--- config.mk ---
export PLATFORM = sky130hd
export DESIGN_NAME = sram_port_arbiter
export DESIGN_NICKNAME = d
export VERILOG_FILES = /design/src/rtl/sram_port_arbiter.sv
export SDC_FILE = /design/constraint.sdc
export NUM_CORES = 1
export LEC_CHECK = 0
export BUFFER_PORTS_ARGS = -buffer_cell sky130_fd_sc_hd__buf_2
export CAP_MARGIN = 30
export CORE_AREA = 2 2 316 318
export DETAILED_ROUTE_END_ITERATION = 6
export DIE_AREA = 0 0 318 320
export GPL_TIMING_DRIVEN = 0
export HOLD_SLACK_MARGIN = 0.08
export PLACE_DENSITY = 0.3
export SLEW_MARGIN = 25
export SYNTH_ARGS = -nofsm -noshare
export SYNTH_HDL_FRONTEND = slang
export SYNTH_SLANG_ARGS = --single-unit
--- constraint.sdc ---
create_clock -name clk -period 2.69 [get_ports clk]
set_input_delay 0.538 -clock clk [delete_from_list [all_inputs] [get_ports clk]]
set_output_delay 0.538 -clock clk [all_outputs]
set_load 0.005 [all_outputs]
--- src/rtl/sram_port_arbiter.sv ---
// rtl/sram_port_arbiter.sv - two-port round-robin arbiter with bounded burst lock for the global-buffer SRAM
module sram_port_arbiter #(
    parameter int DATA_W    = 128,
    parameter int ADDR_W    = 10,
    parameter int MAX_BURST = 8
) (
    input  logic              clk,
    input  logic              rst,
    input  logic              a_req,
    input  logic              a_wen,
    input  logic              a_lock,
    input  logic [ADDR_W-1:0] a_addr,
    input  logic [DATA_W-1:0] a_wdata,
    output logic              a_gnt,
    output logic              a_rvalid,
    output logic [DATA_W-1:0] a_rdata,
    input  logic              b_req,
    input  logic              b_wen,
    input  logic              b_lock,
    input  logic [ADDR_W-1:0] b_addr,
    input  logic [DATA_W-1:0] b_wdata,
    output logic              b_gnt,
    output logic              b_rvalid,
    output logic [DATA_W-1:0] b_rdata,
    output logic              sram_wen,
    output logic [ADDR_W-1:0] sram_addr,
    output logic [DATA_W-1:0] sram_di,
    input  logic [DATA_W-1:0] sram_do
);

    localparam logic [1:0] S_FREE  = 2'd0;
    localparam logic [1:0] S_OWN_A = 2'd1;
    localparam logic [1:0] S_OWN_B = 2'd2;
    localparam logic [7:0] BURST_LIMIT = 8'(MAX_BURST - 1);

    logic [1:0]        state_q, state_d;
    logic              rr_last_q, rr_last_d;   // 1 = B was granted last
    logic [7:0]        burst_cnt_q, burst_cnt_d;
    logic [1:0]        rd_owner_q, rd_owner_d;
    logic [ADDR_W-1:0] addr_q, addr_d;
    logic              grant_a, grant_b;

    // An owner keeps the port unless the other side has waited out the burst limit.
    always_comb begin
        grant_a = 1'b0;
        grant_b = 1'b0;
        if (!rst) begin
            if (state_q == S_OWN_A && a_req) begin
                if (b_req && burst_cnt_q == BURST_LIMIT) grant_b = 1'b1;
                else                                     grant_a = 1'b1;
            end else if (state_q == S_OWN_B && b_req) begin
                if (a_req && burst_cnt_q == BURST_LIMIT) grant_a = 1'b1;
                else                                     grant_b = 1'b1;
            end else if (a_req && b_req) begin
                grant_a = rr_last_q;
                grant_b = !rr_last_q;
            end else begin
                grant_a = a_req;
                grant_b = b_req;
            end
        end
    end

    always_comb begin
        state_d     = S_FREE;
        rr_last_d   = rr_last_q;
        burst_cnt_d = burst_cnt_q;
        addr_d      = addr_q;
        if (grant_a) begin
            state_d   = a_lock ? S_OWN_A : S_FREE;
            rr_last_d = 1'b0;
            addr_d    = a_addr;
            if (state_q != S_OWN_A)                   burst_cnt_d = 8'd0;
            else if (b_req && burst_cnt_q != 8'hFF)   burst_cnt_d = burst_cnt_q + 8'd1;
        end else if (grant_b) begin
            state_d   = b_lock ? S_OWN_B : S_FREE;
            rr_last_d = 1'b1;
            addr_d    = b_addr;
            if (state_q != S_OWN_B)                   burst_cnt_d = 8'd0;
            else if (a_req && burst_cnt_q != 8'hFF)   burst_cnt_d = burst_cnt_q + 8'd1;
        end
        rd_owner_d = {grant_b & ~b_wen, grant_a & ~a_wen};
    end

    always_ff @(posedge clk or posedge rst) begin
        if (rst) begin
            state_q     <= S_FREE;
            rr_last_q   <= 1'b1;
            burst_cnt_q <= 8'd0;
            rd_owner_q  <= 2'b00;
            addr_q      <= '0;
        end else begin
            state_q     <= state_d;
            rr_last_q   <= rr_last_d;
            burst_cnt_q <= burst_cnt_d;
            rd_owner_q  <= rd_owner_d;
            addr_q      <= addr_d;
        end
    end

    // Idle cycles re-present the last address so the SRAM sees a stable, ignored read.
    always_comb begin
        sram_wen  = 1'b0;
        sram_addr = addr_q;
        sram_di   = '0;
        if (grant_a) begin
            sram_wen  = a_wen;
            sram_addr = a_addr;
            sram_di   = a_wdata;
        end else if (grant_b) begin
            sram_wen  = b_wen;
            sram_addr = b_addr;
            sram_di   = b_wdata;
        end
    end

    assign a_gnt    = grant_a;
    assign b_gnt    = grant_b;
    assign a_rvalid = rd_owner_q[0];
    assign b_rvalid = rd_owner_q[1];
    assign a_rdata  = sram_do;
    assign b_rdata  = sram_do;

endmodule

==> impl_metrics.csv, run 1 <==
group,metric,value,unit
grt,grt.overflow.total,0,
pwr,p_sw,1280,uW
pwr,internal_power,1810,uW
synthesis,yosys.area.top_type,"buf_4",
setup_path,r2r_slack,220,ps
run_status,status,"complete, but fails checks",
sta,report.final.slew_viol_count,0,
pwr,switching_share,0.413,
clocking,cts_sinks,23,
grt,track_usage,0.104,
setup_path,crit_family,"buffers and inverters",
synthesis,netlist_area,0.00505,mm^2
synthesis,synthesis.nets,1228,
finish,drive_above_1_share,0.790,
sta,finalSetupViolCount,141,
setup_path,cpMaxStageDelayCell,"dfrtp_1",
finish,fillers,11400,
synthesis,synth-xor-area-share,0,
setup_path,cpMostUsedCell,"buf_6",
setup_path,crit_type,"reg -> out",
setup_path,crit_start,"burst_cnt_q[1]",
pwr,power_leakage,0.00649,uW
place,portBuffers,682,
place,dpl.hpwl,50000,um
finish,multi_input_area,0.00336,mm^2
sta,period_needed,3190,ps
pwr,seqPwrFrac,0.132,
die,ios,811,
synthesis,synth_warnings,0,
detailed_routing,drt_wl_total,56700,um
sta,min_period_over_period,1.18,
synthesis,synth_top_family_by_area,"buffers and inverters",
detailed_routing,first_iter_violations,264,
setup_path,cp-start-kind,"flip-flop",
clocking,ctsRootBufferMaster,"clkbuf_16",
sta,hold_ws,427,ps
pwr,p_comb_frac,0.756,
synthesis,synth_adder_area_share,0.00248,
die,core-area,0.0980,mm^2
setup_path,worstRegToRegCells,10,
detailed_routing,vias,7828,
finish,layout-area-overhead-vs-synth,153,%
grt,grt_max_degree,14,
pwr,peakVddDrop,208,uV
synthesis,synth_top_area_share,0.382,
pwr,clock_power_share,0.112,
setup_path,critPathBufInv,6,
setup_path,critPathMaxFanout,7,
die,die_y,320,um
clocking,clock_latency,270,ps
sta,fmax,314,MHz
die,rows,115,
die,initial_core_util,0.0515,
synthesis,netlist_instances,815,
finish,seqCellArea,578,um^2
die,die_w,318,um
finish,final_common_cell,"buf_2",
clocking,h-tree-depth,1,
setup_path,cp.arrival,2650,ps
setup_path,end_kind,"primary output",
sta,worst_pin_slew,654,ps
synthesis,synthTopCellsByArea,"buf_4, nand2_1, dfrtp_1",
grt,antenna_found_initial,9,
setup_path,cpPeakStageDelay,400,ps
grt,grt_pass1_vias,7955,
setup_path,reg2reg_from,"burst_cnt_q[1]",
die,die_area,0.102,mm^2
synthesis,ys.flop_type,"dfrtp_1",
sta,clock_skew,8.57,ps
setup_path,r2r-end,"burst_cnt_q[5]",
clocking,cts_tree,"done",
finish,nets,1975,
synthesis,ys_types,39,
synthesis,synthMuxAreaShare,0.0221,
setup_path,cp_data_required_time,2150,ps
detailed_routing,drt-vias-per-instance,2.75,
synthesis,synth_compound_area_frac,0.176,
detailed_routing,drc_errors,0,
setup_path,cp_cell_sequence,"ha_4 > and4b_2 > nand3_2 > a2111oi_4 > buf_6 > buf_12 > buf_16 > buf_6 > buf_8 > nand2_2 > o21ai_4 > buf_2",
place,gp_congestion,0.763,
clocking,holdBufCountCts,0,
synthesis,synth-edff-count,0,
synthesis,syn_area_per_cell,6.19,um^2
clocking,cts_made_buffers,3,
sta,hold_viol_final,0,
synthesis,async_reset_ff_frac,1.00,
clocking,clock_path_buffers,2,
pwr,p_per_area,242,mW/mm^2
synthesis,yosysSeqAreaShare,0.114,
sta,worst_slack,-496,ps
place,preCtsSetupSlack,-1940,ps
synthesis,synth-simple-area-share,0.251,
detailed_routing,wl_per_cell,19.9,um
detailed_routing,drtPass1Iterations,4,
pwr,finalPower,3090,uW
synthesis,synth-seq-cells,23,
run_status,failed_checks,"setup timing",
min_path,hold_class,"in -> async",
setup_path,cp_num_cells,12,
finish,final_cell_mix,"buf_2, buf_4, nand2_1",
detailed_routing,ant_nets,0,
sta,slew_headroom,0.562,
grt,grt_pass1_wl,72300,um
setup_path,critical_path.endpoint,"sram_di[76]",
clocking,cts.clk_slew.worst_paths,70,ps
job,maxCapViolCount,0,
sta,rsz0062_at_grt,"yes",
-- cell usage after synthesis (2+ instances only) --
master,n
and4b_1,2
o2bb2ai_1,2
o21ai_0,110
nand2_1,280
and2_1,2
or4_1,2
nor4_1,2
dfrtp_1,22
a22o_1,3
nand3_1,4
nand2b_1,2
o21ai_1,32
o31ai_1,2
nor2b_1,6
and3_1,3
buf_4,257
nor2_1,6
inv_1,2
buf_6,9
o21bai_1,3
clkbuf_1,27
buf_2,11
mux2i_1,10
-- power by group through the flow --
stage	clock network [uW]	logic (uW)	registers, uW
finish	346	2340	408
global route	386	2550	411
CTS	368	2320	407
floorplan	0	720	408
detailed placement	0	1750	414
global placement	0	1760	416
-- layer usage --
metal | wire length, um | global-route usage | up-vias | share of wire
met3 | 4600 | 0.0318 | 16 | 0.081
met4 | 275 | 0.00434 | 2 | 0.0049
met2 | 26300 | 0.171 | 419 | 0.46
met5 | 13 | 0 | - | 0.00023
li1 | - | - | 3882 | -
met1 | 25600 | 0.141 | 3509 | 0.45
-- worst register-to-register path: cells and delay by family, from the launching register on --
kind / cells / cell delay (ps)
compound gates: 4 / 890
simple gates: 2 / 390
buf+inv: 3 / 520
flops: 1 / 400
fa+ha+maj: 1 / 150
-- final cells by class --
cell class	count	share of cell area
Clock buffer	3	0.00587
Sequential cell	23	0.0452
Timing Repair Buffer	747	0.356
Clock inverter	1	0.000391
Antenna cell	3	0.000587
Inverter	2	0.000880
Timing Repair inverter	1	0.000391
Multi-Input combinational cell	486	0.262
Tap cell	1287	0.126
Buffer	298	0.202
-- registers in the layout, indices dropped and copies added (netlist names) --
| signal | count |
|---|---|
| addr_q | 10 |
| burst_cnt_q | 8 |
| rd_owner_q | 2 |
| rr_last_q | 1 |
| state_q | 2 |
-- how the worst min path moves through the flow --
stage,startpoint,endpoint,slack [ps],depth (start not counted)
after floorplan,rst,addr_q[0],410,1
after global placement,rr_last_q,rr_last_q,550,2
after detailed placement,burst_cnt_q[1],burst_cnt_q[1],540,2
after CTS,rst,burst_cnt_q[1],430,3
after global routing,a_wen,rd_owner_q[0],430,2
final,rst,burst_cnt_q[1],430,3
-- through the flow --
stage	utilization	TNS, ps	area, um^2	instances
after floorplan	-	0	5060	815
after global placement	0.103	-218890	10100	2784
after detailed placement	0.103	-216160	10100	2785
after CTS	0.126	-58190	12300	2845
after global routing	0.130	-77240	12800	2849
final	0.131	-55140	12800	2851
-- timing repair --
action	in CTS	in global routing
pin swaps	43	40
endpoints found under the setup margin	160	142
cloned	14	2
gates resized for setup	417	167
setup buffers	44	16
-- cells by family (layout without fill, tap and decap cells) --
logic type	count (synthesis)	in the layout
adders and majority gates	1	1
muxes	11	11
and+or+nand+nor	313	313
AOI/OAI and AO/OA	161	161
other	0	3
buffers and inverters	306	1052
DFF	23	23
No activity file was read; power rests on OpenSTA's default activity.
==> inputs of run 2 (changes only) <==
- CAP_MARGIN: 30 -> 10
- CTS_BUF_LIST: default -> sky130_fd_sc_hd__clkbuf_8
==> run 2 against run 1 <==
Against the previous run:
- the run still ends with setup timing left
- combinational power decreased by 3%
- first-iteration DRC count increased by 17%
- sequential share of layout area increased by 0.091 points
- count of clock-buffer cells in the layout unchanged
- via count decreased by 0.28%
- setup slack got worse by 52 ps
- clock power decreased by 31%
- maximum frequency decreased by 1.6%
- critical endpoint is now sram_di[48]
==> impl_metrics.csv, run 2 (synthesis results as in run 1) <==
group,metric,value,unit
detailed_routing,ant_nets,0,
finish,largest_reg_flops,10,
min_path,worstHoldPathCells,2,
place,gp_congestion,0.763,
sta,rsz0062_at_grt,"yes",
sta,fmax,309,MHz
finish,drive_above_1_share,0.783,
die,ios,811,
run_status,status,"complete, but fails checks",
setup_path,critPathBufInv,4,
detailed_routing,wl_per_cell,19.8,um
sta,period_needed,3240,ps
setup_path,r2r_slack,120,ps
grt,antenna_found_initial,9,
setup_path,cp_cell_sequence,"nor4_4 > nand3_2 > a2111oi_4 > buf_6 > buf_12 > buf_2 > nand2_1 > o21ai_1 > buf_2",
die,initial_core_util,0.0515,
grt,grt_pass1_wl,71900,um
place,dpl.hpwl,50000,um
sta,hold_ws,412,ps
clocking,cts_made_buffers,3,
setup_path,cpPeakStageDelay,450,ps
min_path,hold_class,"in -> reg",
sta,finalSetupViolCount,141,
pwr,p_per_area,234,mW/mm^2
setup_path,cp-start-kind,"flip-flop",
die,rows,115,
job,maxCapViolCount,0,
sta,slew_headroom,0.550,
run_status,failed_checks,"setup timing",
setup_path,cpMaxStageDelayCell,"dfrtp_2",
setup_path,crit_family,"buffers and inverters",
pwr,finalPower,2930,uW
die,core-area,0.0980,mm^2
setup_path,cpMostUsedCell,"buf_2",
pwr,power_leakage,0.00639,uW
finish,final_common_cell,"buf_2",
clocking,cts_tree,"done",
finish,layout-area-overhead-vs-synth,148,%
sta,worst_slack,-547,ps
finish,largestRegisters,"addr_q x10, burst_cnt_q x8",
clocking,clock_path_buffers,2,
finish,regMostFlops,"addr_q",
sta,hold_viol_final,0,
clocking,h-tree-depth,1,
clocking,clock_latency,280,ps
sta,report.final.slew_viol_count,0,
setup_path,cp_data_required_time,2150,ps
grt,grt_max_degree,14,
die,die_w,318,um
grt,track_usage,0.104,
detailed_routing,first_iter_violations,309,
detailed_routing,drc_errors,0,
setup_path,crit_type,"reg -> out",
grt,grt.overflow.total,0,
die,die_y,320,um
clocking,cts.clk_slew.worst_paths,100,ps
setup_path,end_kind,"primary output",
detailed_routing,drt_wl_total,56300,um
finish,fillers,11400,
setup_path,reg2reg_from,"burst_cnt_q[4]",
setup_path,cp.arrival,2700,ps
sta,clock_skew,8.83,ps
pwr,peakVddDrop,153,uV
finish,nets,1973,
grt,grt_pass1_vias,7909,
setup_path,r2r-end,"burst_cnt_q[0]",
min_path,min_to,"rd_owner_q[0]",
place,portBuffers,682,
sta,worst_pin_slew,671,ps
clocking,holdBufCountCts,0,
clocking,cts_sinks,23,
sta,min_period_over_period,1.20,
clocking,ctsRootBufferMaster,"clkbuf_8",
finish,final_cell_mix,"buf_2, buf_4, nand2_1",
detailed_routing,drtPass1Iterations,4,
setup_path,critPathMaxFanout,10,
min_path,min_from,"a_wen",
die,die_area,0.102,mm^2
detailed_routing,drt-vias-per-instance,2.74,
setup_path,worstRegToRegCells,10,
detailed_routing,vias,7806,
-- run 2: cell count changes in the layout (fill, tap and decap cells not counted), moves of 4 or more --
cell       change
buf_4          +4
buf_6          -7
clkbuf_8       +5
clkbuf_16      -8
buf_2          +5
nand2_1        +6
-- run 2: worst max-delay path by stage --
stage | start | to | slack (ps) | cells after the start
floorplan | burst_cnt_q[0] | sram_addr[0] | 4 | 10
global placement | rst | sram_di[43] | -1950 | 8
detailed placement | rst | sram_di[43] | -1940 | 8
CTS | burst_cnt_q[4] | sram_di[89] | -590 | 12
global route | burst_cnt_q[4] | sram_di[98] | -730 | 11
finish | burst_cnt_q[4] | sram_di[48] | -550 | 9
-- run 2: repair_timing --
item / CTS / global route
endpoints found under the setup margin: 160 / 141
cloned: 13 / 1
gates resized for setup: 382 / 169
pin swaps: 34 / 44
setup buffers: 40 / 19
-- run 2: routing by layer --
metal | GRT usage | vias to the layer above | share of wire
met3 | 0.0310 | 18 | 0.082
li1 | - | 3877 | -
met2 | 0.169 | 427 | 0.46
met4 | 0.00466 | 0 | 0.0053
met1 | 0.141 | 3484 | 0.45
met5 | 0 | - | 0
-- run 2: power breakdown --
group	internal (uW)	total [uW]	leakage, uW	switching (uW)
sequential	390	409	0.000296	18.7
clock	104	240	0.0000255	136
combinational	1190	2280	0.00607	1100
total	1680	2930	0.00639	1250
-- run 2: through the flow --
step / instance area [um^2] / setup TNS, ps / util / instances / setup slack [ps]
after floorplan: 5060 / 0 / - / 815 / 4.31
after detailed placement: 10100 / -216160 / 0.103 / 2785 / -1940
final: 12500 / -62270 / 0.128 / 2849 / -547
after CTS: 12100 / -64480 / 0.123 / 2840 / -590
after global placement: 10100 / -218890 / 0.103 / 2784 / -1950
after global routing: 12500 / -86800 / 0.128 / 2848 / -725
-- run 2: layout make-up --
| cell class | count | area [um^2] | share of cell area |
|---|---|---|---|
| antenna | 3 | 7.51 | 0.000599 |
| buffer | 298 | 2500 | 0.200 |
| clock buffer | 3 | 41.3 | 0.00329 |
| clock inverter | 1 | 5.00 | 0.000399 |
| inverter | 2 | 11.3 | 0.000898 |
| multi-input combinational | 486 | 3280 | 0.262 |
| sequential | 23 | 578 | 0.0461 |
| tap | 1287 | 1610 | 0.128 |
| timing repair buffer | 745 | 4500 | 0.359 |
| timing repair inverter | 1 | 5.00 | 0.000399 |
==> inputs of run 3 (changes only) <==
- GPL_TIMING_DRIVEN: 0 -> 1
==> run 3 against run 2 <==
Against the previous run:
- the run still ends with setup timing left
- hold slack got worse by 72 ps
- global-route usage shrank 0.96 points
- total power fell by 18%
- core utilization shrank 3.4 points
- die area did not move
- combinational power is 23% lower
- final cell count shrank 16%
==> impl_metrics.csv, run 3 (synthesis results as in run 1) <==
group,metric,value,unit
grt,grt_max_degree,24,
clocking,clock_path_buffers,2,
finish,regMostFlops,"addr_q",
pwr,peakVddDrop,164,uV
grt,antenna_found_initial,15,
finish,largest_reg_flops,10,
die,ios,811,
setup_path,cp-start-kind,"flip-flop",
sta,clock_skew,6.46,ps
clocking,clock_latency,280,ps
finish,fillers,11600,
sta,worst_pin_slew,418,ps
clocking,holdBufCountCts,0,
detailed_routing,ant_nets,0,
place,preCtsSetupSlack,-708,ps
sta,report.final.slew_viol_count,0,
run_status,failed_checks,"setup timing",
clocking,cts_sinks,23,
clocking,cts_tree,"done",
setup_path,end_kind,"primary output",
run_status,status,"complete, but fails checks",
clocking,cts.clk_slew.worst_paths,100,ps
place,portBuffers,426,
finish,nets,1502,
sta,rsz0062_at_grt,"yes",
place,gp_congestion,0.740,
sta,slew_headroom,0.721,
finish,layout-area-overhead-vs-synth,81.7,%
clocking,cts_made_buffers,3,
detailed_routing,vias,6333,
detailed_routing,first_iter_violations,363,
die,core-area,0.0980,mm^2
setup_path,cp.arrival,2560,ps
setup_path,crit_type,"reg -> out",
clocking,ctsRootBufferMaster,"clkbuf_8",
die,die_y,320,um
grt,track_usage,0.0942,
detailed_routing,drtPass1Iterations,5,
grt,grt_pass1_vias,6264,
detailed_routing,drc_errors,0,
place,place_area,0.00758,mm^2
min_path,hold_class,"in -> async",
finish,drive_above_1_share,0.611,
sta,hold_viol_final,0,
sta,hold_ws,341,ps
finish,final_cell_mix,"buf_2, nand2_1, buf_4",
clocking,h-tree-depth,1,
job,maxCapViolCount,0,
grt,grt.overflow.total,0,
finish,final_area,0.00917,mm^2
pwr,finalPower,2400,uW
pwr,power_leakage,0.00406,uW
detailed_routing,drt-vias-per-instance,2.66,
setup_path,critPathMaxFanout,7,
grt,grt_pass1_wl,63000,um
die,initial_core_util,0.0515,
setup_path,cp_data_required_time,2150,ps
finish,largestRegisters,"addr_q x10, burst_cnt_q x8",
detailed_routing,wl_per_cell,21.8,um
die,die_w,318,um
sta,worst_slack,-403,ps
sta,finalSetupViolCount,147,
die,die_area,0.102,mm^2
place,dpl.hpwl,42400,um
sta,fmax,323,MHz
sta,period_needed,3090,ps
finish,final_common_cell,"buf_2",
detailed_routing,drt_wl_total,52000,um
sta,min_period_over_period,1.15,
pwr,p_per_area,261,mW/mm^2
die,rows,115,
run 3: final timing paths:
| check | slack [ps] | end | from | cells past startpoint |
|---|---|---|---|---|
| setup reg to reg | -100 | burst_cnt_q[4] | burst_cnt_q[0] | 11 |
| setup / recovery | -400 | sram_di[76] | burst_cnt_q[3] | 12 |
| max in group asynchronous | 2050 | rr_last_q | rst | 3 |
| hold reg to reg | 540 | rr_last_q | rr_last_q | 2 |
| hold / removal | 340 | rd_owner_q[0] | rst | 3 |
| min in group clk | 410 | rd_owner_q[0] | a_wen | 2 |
run 3: worst max-delay path, stage by stage, from the launching register on:
cell and delay, ps:
dfrtp_1 420, nor4_4 330, buf_4 190, buf_6 90
and3_4 190, a2111oi_4 40, buf_6 150, buf_12 150
buf_4 140, buf_8 120, buf_4 130, o21ai_4 170
buf_2 150
run 3: power by group:
group | internal, uW | total (uW) | switching (uW) | leakage, uW
clock | 104 | 246 | 142 | 0.0000255
sequential | 390 | 406 | 16.0 | 0.000298
combinational | 879 | 1750 | 866 | 0.00374
total | 1370 | 2400 | 1020 | 0.00406
run 3: what timing repair did:
| item | CTS | global route |
|---|---|---|
| cloned | 9 | 8 |
| setup endpoints to repair | 141 | 149 |
| buffers inserted | 15 | 19 |
| pin swaps | 10 | 21 |
| resized for setup | 162 | 129 |
| endpoints found under the hold margin | 0 | 0 |
run 3: routing by layer:
metal / global-route usage / vias to the layer above / part of all wire
met2: 0.131 / 606 / 0.39
met5: 0 / - / 0.00098
met3: 0.0673 / 55 / 0.16
met4: 0.0142 / 8 / 0.015
li1: - / 2944 / -
met1: 0.118 / 2720 / 0.43
run 3: metrics by stage:
| step | std cells | TNS [ps] | util |
|---|---|---|---|
| 6_report | 2379 | -42530 | 0.0936 |
| 5_1_grt | 2377 | -64600 | 0.0935 |
| 4_1_cts | 2351 | -53480 | 0.0861 |
| 3_5_place_dp | 2324 | -37430 | 0.0773 |
| 3_3_place_gp | 2324 | -29420 | 0.0773 |
| 2_1_floorplan | 815 | 0 | - |
run 3: layout make-up:
cell class	count	area, um^2	area share
Sequential cell	23	577	0.0629
Tap cell	1287	1610	0.176
Inverter	2	11.3	0.00123
Multi-Input combinational cell	486	2700	0.294
Timing Repair Buffer	573	4220	0.460
Clock inverter	1	5.00	0.000546
Clock buffer	3	41.3	0.00450
Antenna cell	4	10.0	0.00109
